[src/rtl/if_fetch_queue_if.sv]
// Fetch-stage bundle: inst SRAM-like request/response channel plus the decode hand-off.
// master = fetch stage, slave = memory/decode side.
interface if_fetch_queue_if;
  logic        inst_sram_req;
  logic [31:0] inst_sram_addr;
  logic        inst_sram_addr_ok;
  logic        inst_sram_data_ok;
  logic [31:0] inst_sram_rdata;
  logic        ds_allowin;
  logic        fs_to_ds_valid;
  logic [64:0] fs_to_ds_bus;

  modport master (
    output inst_sram_req, inst_sram_addr, fs_to_ds_valid, fs_to_ds_bus,
    input  inst_sram_addr_ok, inst_sram_data_ok, inst_sram_rdata, ds_allowin
  );

  modport slave (
    input  inst_sram_req, inst_sram_addr, fs_to_ds_valid, fs_to_ds_bus,
    output inst_sram_addr_ok, inst_sram_data_ok, inst_sram_rdata, ds_allowin
  );
endinterface

[src/rtl/if_fetch_queue.sv]
// LoongArch instruction-fetch stage: multiple outstanding SRAM requests, in-order
// instruction buffer, and per-request kill tags so redirects never wait for drains.
module if_fetch_queue #(
  parameter logic [31:0] RESET_PC   = 32'h1c000000,
  parameter int unsigned MAX_OUTST  = 4,
  parameter int unsigned IBUF_DEPTH = 4
) (
  input  logic                       clk,
  input  logic                       resetn,
  if_fetch_queue_if.master           fs,
  input  logic                       br_stall,
  input  logic                       br_taken,
  input  logic [31:0]                br_target,
  input  logic                       ertn_flush,
  input  logic [31:0]                ertn_entry,
  input  logic                       wb_ex,
  input  logic [31:0]                ex_entry,
  output logic [$clog2(MAX_OUTST):0] outst_cnt
);
  localparam int unsigned PW = (MAX_OUTST > 1) ? $clog2(MAX_OUTST) : 1;
  localparam int unsigned CW = $clog2(MAX_OUTST) + 1;
  localparam int unsigned IW = $clog2(IBUF_DEPTH);
  localparam int unsigned BW = IW + 1;

  typedef enum logic [1:0] {S_RUN, S_STALL, S_HALT} state_t;

  state_t        r_state;
  state_t        w_state_next;
  logic [31:0]   r_fetch_pc;

  logic [31:0]          r_pend_pc [MAX_OUTST];
  logic [MAX_OUTST-1:0] r_pend_kill;
  logic [PW-1:0]        r_phead;
  logic [PW-1:0]        r_ptail;
  logic [CW-1:0]        r_pend_cnt;

  logic [64:0]   r_ibuf [IBUF_DEPTH];
  logic [IW-1:0] r_ihead;
  logic [IW-1:0] r_itail;
  logic [BW-1:0] r_ib_cnt;

  logic          w_redir;
  logic [31:0]   w_target;
  logic [31:0]   w_used;
  logic          w_req;
  logic          w_push;
  logic          w_resp;
  logic          w_resp_keep;
  logic          w_adef;
  logic          w_ib_push;
  logic [64:0]   w_ib_data;
  logic          w_valid;
  logic          w_ib_pop;

  assign w_redir = wb_ex | ertn_flush | br_taken;

  always_comb begin
    w_target = br_target;
    if (wb_ex)
      w_target = ex_entry;
    else if (ertn_flush)
      w_target = ertn_entry;
  end

  // Credits: every in-flight request already owns an ibuf slot, so responses never overflow.
  assign w_used = 32'(r_pend_cnt) + 32'(r_ib_cnt);
  assign w_req  = resetn & (r_state == S_RUN) & ~w_redir & (r_fetch_pc[1:0] == 2'b00)
                & (32'(r_pend_cnt) < MAX_OUTST) & (w_used < IBUF_DEPTH);
  assign w_push = w_req & fs.inst_sram_addr_ok;

  assign w_resp      = fs.inst_sram_data_ok & (r_pend_cnt != '0);
  assign w_resp_keep = w_resp & ~r_pend_kill[r_phead] & ~w_redir;

  assign w_adef = (r_state == S_RUN) & (r_fetch_pc[1:0] != 2'b00) & ~w_redir
                & (r_pend_cnt == '0) & (32'(r_ib_cnt) < IBUF_DEPTH);

  assign w_ib_push = w_resp_keep | w_adef;
  assign w_ib_data = w_adef ? {1'b1, 32'h0, r_fetch_pc}
                            : {1'b0, fs.inst_sram_rdata, r_pend_pc[r_phead]};
  assign w_valid   = (r_ib_cnt != '0) & ~w_redir;
  assign w_ib_pop  = w_valid & fs.ds_allowin;

  always_comb begin
    w_state_next = r_state;
    if (w_redir) begin
      w_state_next = br_stall ? S_STALL : S_RUN;
    end else begin
      case (r_state)
        S_RUN: begin
          if (w_adef)
            w_state_next = S_HALT;
          else if (br_stall)
            w_state_next = S_STALL;
        end
        S_STALL: if (!br_stall) w_state_next = S_RUN;
        S_HALT:  w_state_next = S_HALT;
        default: w_state_next = S_RUN;
      endcase
    end
  end

  always_ff @(posedge clk) begin
    if (!resetn)
      r_state <= S_RUN;
    else
      r_state <= w_state_next;
  end

  always_ff @(posedge clk) begin
    if (!resetn)
      r_fetch_pc <= RESET_PC;
    else if (w_redir)
      r_fetch_pc <= w_target;
    else if (w_push)
      r_fetch_pc <= r_fetch_pc + 32'd4;
  end

  always_ff @(posedge clk) begin
    if (!resetn) begin
      r_phead    <= '0;
      r_ptail    <= '0;
      r_pend_cnt <= '0;
    end else begin
      if (w_push)
        r_ptail <= (r_ptail == PW'(MAX_OUTST - 1)) ? '0 : r_ptail + 1'b1;
      if (w_resp)
        r_phead <= (r_phead == PW'(MAX_OUTST - 1)) ? '0 : r_phead + 1'b1;
      r_pend_cnt <= r_pend_cnt + CW'(w_push) - CW'(w_resp);
    end
  end

  always_ff @(posedge clk) begin
    if (w_push)
      r_pend_pc[r_ptail] <= r_fetch_pc;
  end

  // A redirect never coincides with a push, so the kill sweep can tag every slot.
  generate
    for (genvar gi = 0; gi < MAX_OUTST; gi++) begin : g_kill
      always_ff @(posedge clk) begin
        if (!resetn)
          r_pend_kill[gi] <= 1'b0;
        else if (w_push && (r_ptail == PW'(gi)))
          r_pend_kill[gi] <= 1'b0;
        else if (w_redir)
          r_pend_kill[gi] <= 1'b1;
      end
    end
  endgenerate

  always_ff @(posedge clk) begin
    if (w_ib_push)
      r_ibuf[r_itail] <= w_ib_data;
  end

  always_ff @(posedge clk) begin
    if (!resetn || w_redir) begin
      r_ihead  <= '0;
      r_itail  <= '0;
      r_ib_cnt <= '0;
    end else begin
      if (w_ib_push)
        r_itail <= r_itail + 1'b1;
      if (w_ib_pop)
        r_ihead <= r_ihead + 1'b1;
      r_ib_cnt <= r_ib_cnt + BW'(w_ib_push) - BW'(w_ib_pop);
    end
  end

  assign fs.inst_sram_req  = w_req;
  assign fs.inst_sram_addr = r_fetch_pc;
  assign fs.fs_to_ds_valid = w_valid;
  assign fs.fs_to_ds_bus   = r_ibuf[r_ihead];
  assign outst_cnt         = r_pend_cnt;

  a_no_orphan_resp: assert property (@(posedge clk) disable iff (!resetn)
    !(fs.inst_sram_data_ok && (r_pend_cnt == '0)));
endmodule

[src/flat_wrapper.sv]
// flat-port wrapper written by rule: the top's interface ports become plain ports
module if_fetch_queue_flat 
#(
  parameter logic [31:0] RESET_PC   = 32'h1c000000,
  parameter int unsigned MAX_OUTST  = 4,
  parameter int unsigned IBUF_DEPTH = 4
)
  (clk, resetn, br_stall, br_taken, br_target, ertn_flush, ertn_entry, wb_ex, ex_entry, outst_cnt, fs_inst_sram_req, fs_inst_sram_addr, fs_fs_to_ds_valid, fs_fs_to_ds_bus, fs_inst_sram_addr_ok, fs_inst_sram_data_ok, fs_inst_sram_rdata, fs_ds_allowin);
  if_fetch_queue_if fs_i ();
  input  logic clk;
  input  logic resetn;
  input  logic br_stall;
  input  logic br_taken;
  input  logic [31:0] br_target;
  input  logic ertn_flush;
  input  logic [31:0] ertn_entry;
  input  logic wb_ex;
  input  logic [31:0] ex_entry;
  output logic [$clog2(MAX_OUTST):0] outst_cnt;
  output wire logic [$bits(fs_i.inst_sram_req)-1:0] fs_inst_sram_req;
  output wire logic [$bits(fs_i.inst_sram_addr)-1:0] fs_inst_sram_addr;
  output wire logic [$bits(fs_i.fs_to_ds_valid)-1:0] fs_fs_to_ds_valid;
  output wire logic [$bits(fs_i.fs_to_ds_bus)-1:0] fs_fs_to_ds_bus;
  input wire logic [$bits(fs_i.inst_sram_addr_ok)-1:0] fs_inst_sram_addr_ok;
  input wire logic [$bits(fs_i.inst_sram_data_ok)-1:0] fs_inst_sram_data_ok;
  input wire logic [$bits(fs_i.inst_sram_rdata)-1:0] fs_inst_sram_rdata;
  input wire logic [$bits(fs_i.ds_allowin)-1:0] fs_ds_allowin;
  assign fs_inst_sram_req = fs_i.inst_sram_req;
  assign fs_inst_sram_addr = fs_i.inst_sram_addr;
  assign fs_fs_to_ds_valid = fs_i.fs_to_ds_valid;
  assign fs_fs_to_ds_bus = fs_i.fs_to_ds_bus;
  assign fs_i.inst_sram_addr_ok = fs_inst_sram_addr_ok;
  assign fs_i.inst_sram_data_ok = fs_inst_sram_data_ok;
  assign fs_i.inst_sram_rdata = fs_inst_sram_rdata;
  assign fs_i.ds_allowin = fs_ds_allowin;
  if_fetch_queue #(.RESET_PC(RESET_PC), .MAX_OUTST(MAX_OUTST), .IBUF_DEPTH(IBUF_DEPTH)) u_core (.clk(clk), .resetn(resetn), .fs(fs_i), .br_stall(br_stall), .br_taken(br_taken), .br_target(br_target), .ertn_flush(ertn_flush), .ertn_entry(ertn_entry), .wb_ex(wb_ex), .ex_entry(ex_entry), .outst_cnt(outst_cnt));
endmodule
[config.mk]
export PLATFORM = sky130hd
export DESIGN_NAME = if_fetch_queue_flat
export DESIGN_NICKNAME = d
export VERILOG_FILES = /design/src/rtl/if_fetch_queue_if.sv /design/src/rtl/if_fetch_queue.sv /design/src/flat_wrapper.sv
export SDC_FILE = /design/constraint.sdc
export NUM_CORES = 1
export LEC_CHECK = 0
export ABC_AREA = 1
export CORE_MARGIN = 1
export CORE_UTILIZATION = 41
export DETAILED_ROUTE_END_ITERATION = 12
export GPL_ROUTABILITY_DRIVEN = 0
export SYNTH_ARGS = -nofsm -noshare
export SYNTH_HDL_FRONTEND = slang
export SYNTH_SLANG_ARGS = --single-unit
[constraint.sdc]
create_clock -name clk -period 7.9 [get_ports clk]
set_input_delay 1.58 -clock clk [delete_from_list [all_inputs] [get_ports clk]]
set_output_delay 1.58 -clock clk [all_outputs]
set_load 0.03 [all_outputs]
==> results of run 1 <==
## registers in the layout, summed over array words and instances (netlist names), named ones only
name                      cells
u_core.r_state                2
u_core.outst_cnt              3
u_core.r_ibuf               260
u_core.r_ptail                2
u_core.r_itail                2
u_core.r_pend_pc            128
u_core.r_ihead                2
u_core.fs.inst_sram_addr     32
u_core.r_pend_kill            4
u_core.r_phead                2
u_core.r_ib_cnt               3
## layout by cell type (no fill, tap or decap), drive strengths merged
master,n
or2,3
nand2,216
nand4,5
clkinv,18
nand3,53
nor2,365
xor2,6
buf,19
o211ai,13
o21ai,286
dfxtp,56
edfxtp,388
clkbuf,62
o21a,1
xnor2,1
bufinv,5
a22oi,1
a211oi,3
ha,16
o22ai,94
inv,123
a21oi,56
nor3,5
clkdlybuf4s50,238
a31oi,7
fa,2
o31ai,1
## routing by layer
metal / up-vias / track usage / wire length (µm)
met3: 73 / 0.03445 / 3314
met2: 487 / 0.3289 / 22470
li1: 6723 / - / -
met4: 0 / 0.07230 / 1229
met5: - / 0 / 0
met1: 6640 / 0.2764 / 21840
## area by class of cell
class / instances / share of cell area
Clock buffer: 62 / 0.05172
Clock inverter: 22 / 0.01042
Inverter: 124 / 0.02004
Multi-Input combinational cell: 1134 / 0.2323
Sequential cell: 444 / 0.5457
Tap cell: 600 / 0.03206
Timing Repair Buffer: 257 / 0.1078
## power breakdown
part | internal, mW | total (mW) | switching (mW)
combinational | 0.324 | 0.967 | 0.643
clock | 1.24 | 2.11 | 0.873
sequential | 2.74 | 2.81 | 0.0676
## per-stage QoR
step	setup slack, ns	hold WS [ns]	total power, mW	cell area (µm²)	util
6_report	1.809	0.4721	5.889	23420	0.5138
5_1_grt	1.578	0.5004	6.127	23420	0.5138
4_1_cts	1.808	0.4733	5.942	23420	0.5138
3_5_place_dp	1.813	0.4616	3.824	21960	0.4819
3_3_place_gp	1.870	0.4463	3.799	21960	0.4819
2_1_floorplan	2.243	0.4313	3.424	19070	-
## critical path: cells and delay by family
| family | cells | cell delay [ns] |
|---|---|---|
| AOI/OAI and AO/OA | 1 | 0.26 |
| and+or+nand+nor | 1 | 0.40 |
| buffers and inverters | 3 | 2.26 |
## Yosys cell counts (2+ instances only)
| library cell | count | area (µm²) |
|---|---|---|
| or2_2 | 3 | 18.77 |
| a21oi_2 | 2 | 17.52 |
| fa_1 | 2 | 40.04 |
| edfxtp_1 | 388 | 11650 |
| o211ai_1 | 13 | 97.59 |
| nand3_4 | 2 | 35.03 |
| o21ai_1 | 31 | 155.2 |
| nand3_1 | 50 | 250.2 |
| dfxtp_1 | 56 | 1121 |
| clkinv_1 | 2 | 7.510 |
| nor3_1 | 3 | 15.01 |
| nand4_1 | 5 | 31.28 |
| clkbuf_1 | 75 | 281.5 |
| o21ai_0 | 255 | 1276 |
| inv_2 | 2 | 7.510 |
| buf_6 | 5 | 56.30 |
| a21oi_1 | 54 | 270.3 |
| a31oi_1 | 7 | 43.79 |
| ha_1 | 16 | 200.2 |
| xor2_1 | 6 | 52.55 |
| nand2_4 | 2 | 22.52 |
| inv_1 | 119 | 446.7 |
| a211oi_1 | 3 | 22.52 |
| nor2_1 | 361 | 1355 |
| nor3_2 | 2 | 20.02 |
| nor2_2 | 2 | 12.51 |
| buf_2 | 10 | 50.05 |
| buf_1 | 8 | 30.03 |
| nand2_1 | 214 | 803.3 |
| o22ai_1 | 94 | 588.1 |
## kinds of logic after synthesis
family | count (synthesis) | synth area share
adders and majority gates | 18 | 0.01260
buffers and inverters | 223 | 0.04686
xor gates and xnor gates | 7 | 0.003216
AOI/OAI and AO/OA | 462 | 0.1308
and+or+nand+nor | 647 | 0.1366
DFF | 444 | 0.6699
## worst max-delay path by stage
stage / slack (ns) / endpoint / cells past startpoint / start
finish: 1.81 / fs_fs_to_ds_valid / 5 / wb_ex
global route: 1.58 / fs_fs_to_ds_valid / 5 / wb_ex
CTS: 1.81 / fs_fs_to_ds_valid / 5 / wb_ex
detailed placement: 1.81 / fs_fs_to_ds_valid / 5 / wb_ex
global placement: 1.87 / fs_fs_to_ds_valid / 5 / wb_ex
floorplan: 2.24 / u_core.r_ibuf[0][0] / 9 / ertn_flush
==> metrics.csv, run 1 <==
metric;value;unit
finalSetupViolCount;0;
ant_nets;0;
drive_gt1_frac;0.05384;
path_clk_slew;0.06;ns
multi_input_area;5440;µm²
rsz0062_at_grt;false;
grt_pass1_vias;13317;
outcome;finished, final reports clean;
ys_types;39;
vias;13923;
worstSetupPathType;input pin to primary output;
fin_worst_skew;0.01286;ns
synth-seq-area-share;0.6699;
grt_use_total;0.2036;
portBuffers;238;
path_max_fanout;45;
grt_max_degree;83;
slew_viol_final;0;
hold_depth;2;
final_cells;2643;
min_period_over_period;0.7710;
ys_seq_elements;444;
yosys_warnings;0;
syn_avg_cell_area;10.59;µm²
leakage;8.289;nW
drc;0;
r2r-end;u_core.r_ibuf[1][7];
cts_tree;done;
diodes;0;
ff_latch_area;12780;µm²
peakVddDrop;0.1447;mV
drt_wl_total;48.86;mm
finalHoldViolCount;0;
rr_worst_depth;7;
ctsResizeCount;0;
postCtsSetupBuffers;0;
power.density;251.5;nW/µm²
dieWidth;217.6;µm
fillers;4043;
row_count;78;
clockBufferDepth;3;
hold_start;u_core.r_pend_kill[2];
grt_pass1_wl;74.66;mm
netlist_instances;1801;
die-area;47370;µm²
fp.dieH;217.6;µm
cts_hold_buf;0;
cts_sinks;444;
cp_common_cell;clkdlybuf4s50_1;
syn_nets;1956;
via_per_inst;5.268;
antenna_found_initial;0;
cts_made_buffers;46;
rrSetupSlack;4.58;ns
synth_ff_type;edfxtp_1;
wl_per_cell;18.48;µm
cp_cell_sequence;clkdlybuf4s50_1, inv_2, nand2_4, a31oi_1, clkdlybuf4s50_1;
tns;0;ns
tightest_slew;1.217;ns
overflow;0;
cpPeakStageDelay;0.83;ns
critPathArrivalTime;4.51;ns
synth_area;19070;µm²
clk_latency;0.58;ns
place_inst;2559;
nets;2162;
core;45580;µm²
boundaryPins;239;
max_freq;164.2;MHz
hold-path-endpoint;u_core.r_pend_kill[2];
maxSlewHeadroom;0.1861;
cts-root-buf;clkbuf_16;
hp-class;flip-flop to flip-flop;
worstSetupStartpointType;input pin;
finalCriticalPeriod;6.091;ns
required;6.32;ns
drv_cap;0;
firstDrtPassIters;5;
crit_path_end_kind;primary output;
crit_slowest_cell;clkdlybuf4s50_1;
syn2layout_area_growth;22.83;%
start_util;0.4183;
h-tree-depth;2;
place_hpwl;30.25;mm
drt_iter0_markers;1085;
synth_async_sr_flop_share;0;
synth_edf_count;388;
No activity file was read; power rests on OpenSTA's default activity.
==> run 2, diff against run 1 <==
==> constraint.sdc (replaced) <==
create_clock -name clk -period 5.6 [get_ports clk]
set_input_delay 1.12 -clock clk [delete_from_list [all_inputs] [get_ports clk]]
set_output_delay 1.12 -clock clk [all_outputs]
set_load 0.03 [all_outputs]
==> metrics.csv, run 2 (synthesized netlist as in run 1, its figures left out) <==
metric;value;unit;change
outcome;finished, final reports clean;;
final_cell_mix;edfxtp_1 (388), nor2_1 (353), o21ai_0 (255), clkdlybuf4s50_1 (238), nand2_1 (214);;
hold_ws;0.4749;ns;+0.002839 ns
clk_latency;0.57;ns;about the same
portBuffers;238;;unchanged
worstSetupStartpointType;flip-flop;;
drv_cap;0;;unchanged
critPathArrivalTime;3.63;ns;-0.88 ns
rrSetupSlack;2.58;ns;-2.00 ns
hp-class;flip-flop to flip-flop;;
power.density;345.3;nW/µm²;+37%
boundaryPins;239;;unchanged
topRoutingLayerUsed;met4;;
grt_max_degree;73;;-12%
peakVddDrop;0.1940;mV;+34%
maxSlewHeadroom;0.3009;;+0.1148
grt_pass1_vias;13587;;+2.0%
r2r-end;u_core.r_ibuf[2][13];;
critPathBufInv;3;;unchanged
dieWidth;217.6;µm;unchanged
core;45580;µm²;unchanged
slew_viol_final;0;;unchanged
leakage;8.268;nW;-0.25%
crit_family;buffers and inverters;;
path_clk_slew;0.06;ns;about the same
cts_hold_buf;0;;unchanged
max_freq;210.5;MHz;
vias;13851;;-0.52%
tightest_slew;1.047;ns;-0.1695 ns
h-tree-depth;2;;unchanged
cpPeakStageDelay;0.86;ns;+0.03 ns
fin_util;0.5133;;-0.0005760
route.met2.wl;22.45;mm;-0.12%
crit_path_end;fs_fs_to_ds_bus[43];;
clockBufferDepth;3;;unchanged
diodes;0;;unchanged
largest_register;u_core.r_ibuf;;
wl_per_cell;18.26;µm;-1.2%
drt_iter0_markers;1058;;-2.5%
fin_worst_skew;0.01596;ns;+0.003105 ns
cts_sinks;444;;unchanged
drc;0;;unchanged
ant_nets;0;;unchanged
place_area;22050;µm²;+0.40%
rsz0062_at_grt;false;;
fp.dieH;217.6;µm;unchanged
cp_cell_sequence;clkinv_2, buf_4, o21ai_0, o22ai_1, clkdlybuf4s50_1;;
dpl_worst_slack;1.017;ns;-0.7961 ns
via_per_inst;5.245;;-0.44%
rr_worst_depth;7;;unchanged
required;4.48;ns;-1.84 ns
cts_tree;done;;
postCtsSetupBuffers;0;;unchanged
syn2layout_area_growth;22.69;%;
wl_met3;3.189;mm;-3.8%
finalHoldViolCount;0;;unchanged
drive_gt1_frac;0.05830;;+0.004462
tns;0;ns;unchanged
finalCriticalPeriod;4.750;ns;
cp.depth;5;;unchanged
crit_path_end_kind;primary output;;
start_util;0.4183;;unchanged
firstDrtPassIters;5;;unchanged
cts-root-buf;clkbuf_16;;
antenna_found_initial;0;;unchanged
place_hpwl;30.21;mm;-0.13%
overflow;0;;unchanged
min_period_over_period;0.8482;;
drt-met1-wl;21.38;mm;-2.1%
nets;2166;;+0.19%
crit_slowest_cell;clkinv_2;;
cts_made_buffers;45;;-2.2%
path_max_fanout;67;;+49%
grt_use_total;0.2043;;+0.0006458
final_common_cell;edfxtp_1;;
fin_ws;0.8499;ns;-0.9595 ns
row_count;78;;unchanged
finalSetupViolCount;0;;unchanged
die-area;47370;µm²;unchanged
worstSetupPathType;flip-flop to primary output;;
largest_reg_flops;260;;unchanged
grt_pass1_wl;75.35;mm;+0.92%
ctsResizeCount;0;;unchanged
finalInstanceArea;23390;µm²;-0.11%
drt_wl_total;48.24;mm;-1.3%
run 2: area by class of cell:
type / instances / area (µm²)
inverters: 124 / 469.2
well taps: 600 / 750.7
repair buffers: 262 / 2613
multi-input cells: 1134 / 5440
fillers: 4022 / 22180
flip-flops and latches: 444 / 12780
clock buffers: 57 / 1181
clock inverters: 20 / 160.2
run 2: per-layer routing:
| metal | vias up | GRT usage |
|---|---|---|
| li1 | 6727 | - |
| met1 | 6598 | 0.2763 |
| met2 | 454 | 0.3358 |
| met3 | 72 | 0.03236 |
| met4 | 0 | 0.06596 |
| met5 | - | 0 |
run 2: power breakdown:
group / total [mW] / switching [mW] / internal, mW
logic: 1.36 / 0.896 / 0.459
registers: 3.96 / 0.0949 / 3.87
clock network: 2.76 / 1.22 / 1.54
total: 8.08 / 2.21 / 5.87
run 2: worst min-delay path by stage:
stage | depth (start not counted) | endpoint | startpoint
floorplan | 2 | u_core.r_pend_kill[3] | u_core.r_pend_kill[3]
finish | 2 | u_core.r_pend_kill[2] | u_core.r_pend_kill[2]
global placement | 2 | u_core.r_pend_kill[2] | u_core.r_pend_kill[2]
detailed placement | 2 | u_core.r_pend_kill[2] | u_core.r_pend_kill[2]
CTS | 2 | u_core.r_pend_kill[2] | u_core.r_pend_kill[2]
global route | 2 | u_core.r_pend_kill[2] | u_core.r_pend_kill[2]
run 2: worst reg2reg max path: cells and delay by family, from the launching register on:
family / cells / cell delay (ns)
buffers and inverters: 3 / 1.74
flip-flops: 1 / 0.31
AO/OA/AOI/OAI: 3 / 0.57
AND/OR/NAND/NOR: 1 / 0.07
run 2: stage by stage:
| stage | power [mW] | cells |
|---|---|---|
| 6_report | 8.078 | 2641 |
| 3_3_place_gp | 5.348 | 2564 |
| 5_1_grt | 8.437 | 2641 |
| 3_5_place_dp | 5.385 | 2564 |
| 4_1_cts | 8.144 | 2641 |
| 2_1_floorplan | 4.830 | 1801 |
